==> config.mk <==
export PLATFORM = sky130hd
export DESIGN_NAME = mem_access_m
export DESIGN_NICKNAME = d
export VERILOG_FILES = /design/src/rtl/mem_access_m.sv
export SDC_FILE = /design/constraint.sdc
export NUM_CORES = 1
export LEC_CHECK = 0
export BUFFER_PORTS_ARGS = -buffer_cell sky130_fd_sc_hd__buf_4
export CAP_MARGIN = 5
export CORE_ASPECT_RATIO = 1.5
export CORE_MARGIN = 2
export CORE_UTILIZATION = 47
export DETAILED_ROUTE_END_ITERATION = 6
export HOLD_SLACK_MARGIN = 0.03
export PLACE_DENSITY = 0.83
export SLEW_MARGIN = 20
export SYNTH_ARGS = -nofsm -noshare
export SYNTH_HDL_FRONTEND = slang
export SYNTH_SLANG_ARGS = --single-unit
==> constraint.sdc <==
create_clock -name CLK -period 6.29 [get_ports CLK]
set_input_delay 1.258 -clock CLK [delete_from_list [all_inputs] [get_ports CLK]]
set_output_delay 1.258 -clock CLK [all_outputs]
set_load 0.02 [all_outputs]
==> src/rtl/mem_access_m.sv <==
// mem_access_m
//   Memory-stage load/store unit. Converts an M-stage load or store into a
//   single request/ready data-memory transaction. It builds byte enables and
//   lane-replicated store data, and returns the load word right-aligned on RD.
//   It holds StallM until the bus completes the transfer or the transfer
//   times out.
//
//   Optional feature: define MEM_MISALIGN_TRAP_EN to flag misaligned half and
//   word accesses on MisalignM instead of issuing them. When the macro is not
//   defined, MisalignM is tied low and a misaligned access goes to the
//   aligned-down lane.
//
// Ports
//   CLK, RST_N          clock, asynchronous active-low reset
//   ResultSrcM          2'b01 marks a load
//   MemWriteM           store request (takes priority over a load)
//   ALUResultM          effective byte address
//   WriteDataM          store data, low lanes valid
//   funct3M             access size in [1:0]
//   mem_req/we/addr/wdata/be   registered bus request
//   mem_ready/mem_rdata transfer completion and read word
//   RD                  right-aligned load word to the MEM/WB register
//   StallM              pipeline freeze (combinational)
//   BusErrM             one-cycle timeout flag
//   MisalignM           misaligned-access flag (combinational)
//
// States
//   IDLE | waiting for an access; launches the bus request
//   BUSY | request outstanding; waits for mem_ready or timeout
//   DONE | one non-stalled cycle so the pipeline advances once
module mem_access_m #(
  parameter int DATA_WIDTH     = 32,
  parameter int FUNCT3_WIDTH   = 3,
  parameter int TIMEOUT_CYCLES = 255
) (
  input  logic                    CLK,
  input  logic                    RST_N,
  input  logic [1:0]              ResultSrcM,
  input  logic                    MemWriteM,
  input  logic [DATA_WIDTH-1:0]   ALUResultM,
  input  logic [DATA_WIDTH-1:0]   WriteDataM,
  input  logic [FUNCT3_WIDTH-1:0] funct3M,
  output logic                    mem_req,
  output logic                    mem_we,
  output logic [DATA_WIDTH-1:0]   mem_addr,
  output logic [DATA_WIDTH-1:0]   mem_wdata,
  output logic [3:0]              mem_be,
  input  logic                    mem_ready,
  input  logic [DATA_WIDTH-1:0]   mem_rdata,
  output logic [DATA_WIDTH-1:0]   RD,
  output logic                    StallM,
  output logic                    BusErrM,
  output logic                    MisalignM
);

  typedef enum logic [1:0] {IDLE, BUSY, DONE} state_t;

  state_t                  state_q;
  logic [15:0]             cnt_q;
  logic [1:0]              off_q;
  logic                    load_q;
  logic                    mem_req_q;
  logic                    mem_we_q;
  logic [DATA_WIDTH-1:0]   mem_addr_q;
  logic [DATA_WIDTH-1:0]   mem_wdata_q;
  logic [3:0]              mem_be_q;
  logic [DATA_WIDTH-1:0]   rd_q;
  logic                    bus_err_q;

  logic                    is_load_d;
  logic                    access_d;
  logic                    mis_d;
  logic [1:0]              off_d;
  logic [3:0]              be_d;
  logic [DATA_WIDTH-1:0]   wdata_d;

  // funct3M[2] selects signedness, which is handled later in W.
  logic unused_f3;
  assign unused_f3 = funct3M[FUNCT3_WIDTH-1];

  localparam logic [15:0] TIMEOUT_LAST = 16'(TIMEOUT_CYCLES - 1);

  // Access decode. A half ignores addr[0] and a word ignores addr[1:0], so an
  // access that is not trapped uses the aligned-down lane.
  always_comb begin
    access_d  = MemWriteM | (ResultSrcM == 2'b01);
    is_load_d = (ResultSrcM == 2'b01) & ~MemWriteM;
    off_d     = 2'b00;
    be_d      = 4'b1111;
    wdata_d   = WriteDataM;
    case (funct3M[1:0])
      2'b00: begin
        off_d   = ALUResultM[1:0];
        be_d    = 4'b0001 << ALUResultM[1:0];
        wdata_d = {4{WriteDataM[7:0]}};
      end
      2'b01: begin
        off_d   = {ALUResultM[1], 1'b0};
        be_d    = ALUResultM[1] ? 4'b1100 : 4'b0011;
        wdata_d = {2{WriteDataM[15:0]}};
      end
      default: begin
        off_d   = 2'b00;
        be_d    = 4'b1111;
        wdata_d = WriteDataM;
      end
    endcase
  end

`ifdef MEM_MISALIGN_TRAP_EN
  always_comb begin
    mis_d = 1'b0;
    if (access_d) begin
      case (funct3M[1:0])
        2'b00:   mis_d = 1'b0;
        2'b01:   mis_d = ALUResultM[0];
        default: mis_d = |ALUResultM[1:0];
      endcase
    end
  end
`else
  assign mis_d = 1'b0;
`endif

  always_ff @(posedge CLK or negedge RST_N) begin
    if (!RST_N) begin
      state_q     <= IDLE;
      cnt_q       <= '0;
      off_q       <= '0;
      load_q      <= 1'b0;
      mem_req_q   <= 1'b0;
      mem_we_q    <= 1'b0;
      mem_addr_q  <= '0;
      mem_wdata_q <= '0;
      mem_be_q    <= '0;
      rd_q        <= '0;
      bus_err_q   <= 1'b0;
    end else begin
      case (state_q)
        IDLE: begin
          if (access_d && !mis_d) begin
            mem_addr_q  <= {ALUResultM[DATA_WIDTH-1:2], 2'b00};
            mem_be_q    <= be_d;
            mem_wdata_q <= wdata_d;
            mem_we_q    <= MemWriteM;
            off_q       <= off_d;
            load_q      <= is_load_d;
            mem_req_q   <= 1'b1;
            cnt_q       <= '0;
            state_q     <= BUSY;
          end
        end
        BUSY: begin
          // Completion has priority over a timeout in the same cycle.
          if (mem_ready) begin
            mem_req_q <= 1'b0;
            if (load_q) rd_q <= mem_rdata >> {off_q, 3'b000};
            state_q   <= DONE;
          end else if (cnt_q == TIMEOUT_LAST) begin
            mem_req_q <= 1'b0;
            if (load_q) rd_q <= '0;
            bus_err_q <= 1'b1;
            state_q   <= DONE;
          end else begin
            cnt_q <= cnt_q + 16'd1;
          end
        end
        DONE: begin
          bus_err_q <= 1'b0;
          state_q   <= IDLE;
        end
        default: state_q <= IDLE;
      endcase
    end
  end

  assign mem_req   = mem_req_q;
  assign mem_we    = mem_we_q;
  assign mem_addr  = mem_addr_q;
  assign mem_wdata = mem_wdata_q;
  assign mem_be    = mem_be_q;
  assign RD        = rd_q;
  assign BusErrM   = bus_err_q;
  assign StallM    = ((state_q == IDLE) && access_d && !mis_d) || (state_q == BUSY);
  assign MisalignM = (state_q == IDLE) && mis_d;

endmodule

==> results.md <==
- The via count of the first global-routing pass is between 5000 and 6000.
- The number of buffers added by the clock tree synthesis step is 17.
- The complex-gate fraction of the synthesized area is 0.142.
- The highest fanout seen on the critical path is 15.
- The portion of the clock cycle consumed by the worst path in the final layout is 0.563.
- The height of the chip is 138 µm.
- The share of the Yosys chip area taken by registers is 0.543.
- The top-area cell type share of the netlist area is 0.543.
- The worst setup path is of the input port to primary output kind.
- The net switching component of the power is approximately 1.6 mW.
- Measured along the x axis, the die boundary spans 93.3 µm.
- The leakage power figure is 3.93 nW.
- Measured against its own limit, the worst slew margin works out to 0.375.
- The design draws 3.97 mW.
- The worst register-to-register path ends at RD[29].
- The post-synthesis async set-or-reset flop share is 1.00.
- For this run, design rule violations remaining after detail routing come to 0.
- The longest clock path from root to sink contains 2 buffers.
- The internal power of the cells is 2.40 mW.
- In the post-route analysis, the smallest setup slack over all paths is between 2000 and 3000 ps.
- The placeable core region is 11600 µm².
- For the worst flop-to-flop path, the logic depth is 5.
- Setup repair after global routing left no endpoint under its margin.
- Synthesis produced a netlist whose cell count is just under 600.
- The area of the die is roughly 13000 µm².
- The Yosys step of the flow raised 0 warnings.
- For the worst setup path, the data required time is 5030 ps.
- Post-CTS timing repair inserted 0 buffers for setup.
- The number of stages on the worst hold path is 2.
- The number of synthesized flops with an enable pin is 0.
- The synthesized design contains about 120 register bits.
- 0 antenna diodes ended up in the layout.
- The total power density per cell area is 507 nW/µm².
- For this run, the number of standard cells in the final layout without fillers is ~940.
- The leading cell type by number of instances after synthesis is sky130_fd_sc_hd__nand2_1.
- Setup total negative slack on the finished layout was measured at 0 ps.
- 210 I/O pins were placed.
- The commonest cells after synthesis are sky130_fd_sc_hd__nand2_1, sky130_fd_sc_hd__dfrtp_1, sky130_fd_sc_hd__o21ai_0, sky130_fd_sc_hd__mux2i_1, sky130_fd_sc_hd__a22o_1.
- The launching point of the worst reg2reg path is state_q[0].
- The number of vias per cell after detailed routing is approximately 5.5.
- In the final layout, the share of cells above drive strength 1 is 0.327.
- The finished cells cover about 8000 µm².
- The first detailed-routing pass took 7 iterations.
- The biggest area contributor in the post-synthesis netlist is sky130_fd_sc_hd__dfrtp_1.
- The floorplan has between 40 and 50 rows.
- The synthesized netlist occupies a cell area of roughly 5600 µm².
- The worst hold path belongs to the class flip-flop to flip-flop.
- The flow ran to the end, and the final reports show no timing, DRC or antenna violations.
- Timing would allow up to between 0.2 and 0.3 GHz.
- The CTS tree is built.
- STA puts the critical path data arrival time at approximately 2300 ps.
- The wire-length estimate of the detail-placed layout is ~11000 µm.
- The maximum level of the CTS H-tree is 4.
- The global routing's busiest layer is met2.
- The most common flop cell mapped by yosys is sky130_fd_sc_hd__dfrtp_1.
- In this run, placement finished with an instance count of 911.
- The final core utilization is 0.677.
- The net count of the finished layout is 887.
- Of the total synthesized cell area, the portion taken by XOR and XNOR cells is 0.
- At the pin with the least slew margin, the transition time is 938 ps.
- The hold path endpoint is mem_addr[13].
- The initial antenna violation count is 0.
- Of the total power, combinational logic draws 0.419.
- In the global route stage, met2 resource usage came out at 0.430.
- The total of max-cap violations is 0.
- The average detailed-routed wire length per instance is approximately 17 µm.
- The largest net degree at the start of global routing is 75.
- The initial core utilization is 0.485.
- The sum of overflow across all layers after global routing is 0.
- For this run, global-route usage on met1 was measured as 0.296.
- For this run, the total global-route usage over all layers was measured as 0.247.
- The first global-routing pass estimated 25000 µm of wire.
- The sort of element at the end of the critical path is a primary output.
- The final hold violation count is 0.
- The detailed router finished its first iteration with between 200 and 300 violations.
- Counting distinct cell types in the post-synthesis netlist gives 41.
- The final hold slack is between 400 and 500 ps.
- In the post-synthesis netlist, the biggest area contributors are sky130_fd_sc_hd__dfrtp_1, sky130_fd_sc_hd__nand2_1, sky130_fd_sc_hd__mux2i_1.
- The relative contribution of sequential cells to total power is 0.339.
- The minimum period implied by the final worst setup slack is ~3500 ps.
- The share of total power dissipated in the clock network is 0.242.
- The simple logic cell fraction of the synthesized area is 0.179.
- The number of buffers added on ports is a little over 200.
- The total number of clock tree sinks is around 120.
- The count of final max-slew check failures came to 0.
- Of the total synthesized cell area, the portion taken by full adders, half adders and majority gates is 0.00445.
- For this block, the routed nets add up to about 16000 µm of wire.
- The routed layout has 5143 vias.
- The mean post-synth cell area is around 9.6 µm².
- For met3 alone, demand over resource in global routing was 0.0560.
- Hold repair after CTS inserted 0 buffers.
- From synthesis to final layout, the design area changed by 39.5%.
- The buffer cell driving the clock tree root is sky130_fd_sc_hd__clkbuf_16.
- The slack of the worst reg-to-reg path is between 3000 and 4000 ps.
- The portion of netlist area occupied by mux cells is 0.0966.
- VDD sags by at most about 0.31 mV.
- The post-CTS resize count is 0.
- In this run the remaining antenna-violating nets after routing total 0.
- Clock-pin slew was measured on the worst setup and hold paths at 60 ps.
- The global placement routability congestion is between 0.7 and 0.8.
- Clock latency on the worst-skew pair, taken at its later pin, is around 410 ps.
- Across the routed clock network, the largest skew measured is 11.3 ps.
- Summing all placed instances gives a cell area of around 7200 µm².
- In this run the most critical hold path is launched from mem_addr[13].
- The element type at the critical path start is an input port.
- After synthesis, the largest family of logic cells by area is simple AND/OR/NAND/NOR gates.
- Of the total power, the share spent switching nets is 0.396.
- The count of endpoints failing setup in the final report is 0.
- The pre-CTS worst setup slack is between 2000 and 3000 ps.
==> registers in the layout (all words and copies together) (netlist names) <==
name,cells
RD,32
mem_wdata,32
mem_addr,30
cnt_q,16
mem_be,4
off_q,2
state_q,2
BusErrM,1
load_q,1
mem_req,1
mem_we,1
==> worst max-delay path: stages <==
cell and delay [ps]:
sky130_fd_sc_hd__buf_4 110, sky130_fd_sc_hd__nor2b_1 340, sky130_fd_sc_hd__o31ai_1 110, sky130_fd_sc_hd__buf_4 220, sky130_fd_sc_hd__inv_1 100, sky130_fd_sc_hd__buf_4 150
==> metal layers <==
layer  up-vias  wire length (µm)
met2       215              8600
met3        33               922
met4         0               450
met1      2488              6040
met5         -                 0
li1       2407                 -
==> power groups by stage <==
stage                     Combinational (mW)  Sequential (mW)  Clock, mW
final                                   1.66             1.35      0.962
after global routing                    1.79             1.38       1.01
after CTS                               1.68             1.34      0.977
after detailed placement                1.67             1.35          0
after global placement                  1.62             1.33          0
after floorplan                        0.569             1.68          0
==> cell usage in the layout, fill, tap and decap left out, drive strengths merged, types with 2 or more instances in the layout <==
cell type  instances
o211ai             4
nand3              9
or3                2
a22o              34
a21oi             19
o22ai              2
a31o               2
conb               3
bufinv             2
nor3               5
and3               3
nand4              5
o21ai             48
mux2              10
ha                 2
clkbuf            17
clkinv             4
mux2i             43
nand2            174
dfrtp            122
a21o               2
or4                4
buf              210
inv               14
clkinvlp           4
a31oi              2
o31ai              6
nor2              23
nor2b              7
and2               2
==> worst max-delay path by stage <==
stage / cells after the start / start / endpoint / slack (ps)
floorplan: 3 / ResultSrcM[0] / StallM / 2940
global placement: 6 / ResultSrcM[0] / StallM / 2790
detailed placement: 6 / ResultSrcM[1] / StallM / 2760
CTS: 6 / ResultSrcM[1] / StallM / 2750
global route: 6 / ResultSrcM[1] / StallM / 2680
finish: 6 / ResultSrcM[1] / StallM / 2750
==> area by class of cell <==
class | count | area, µm²
clock buffers | 17 | 425
clock inverters | 15 | 165
fillers | 889 | 3750
inverters | 9 | 33.8
multi-input cells | 420 | 2400
flip-flops and latches | 122 | 3050
well taps | 150 | 188
repair buffers | 210 | 1580
==> cells by family after synthesis <==
kind of cell,after synthesis
AND/OR/NAND/NOR,239
AO/OA/AOI/OAI,123
flip-flops,122
multiplexers,53
buffers and inverters,46
adder cells (fa/ha/maj),2
other,1
(Power assumes the default switching activity.)
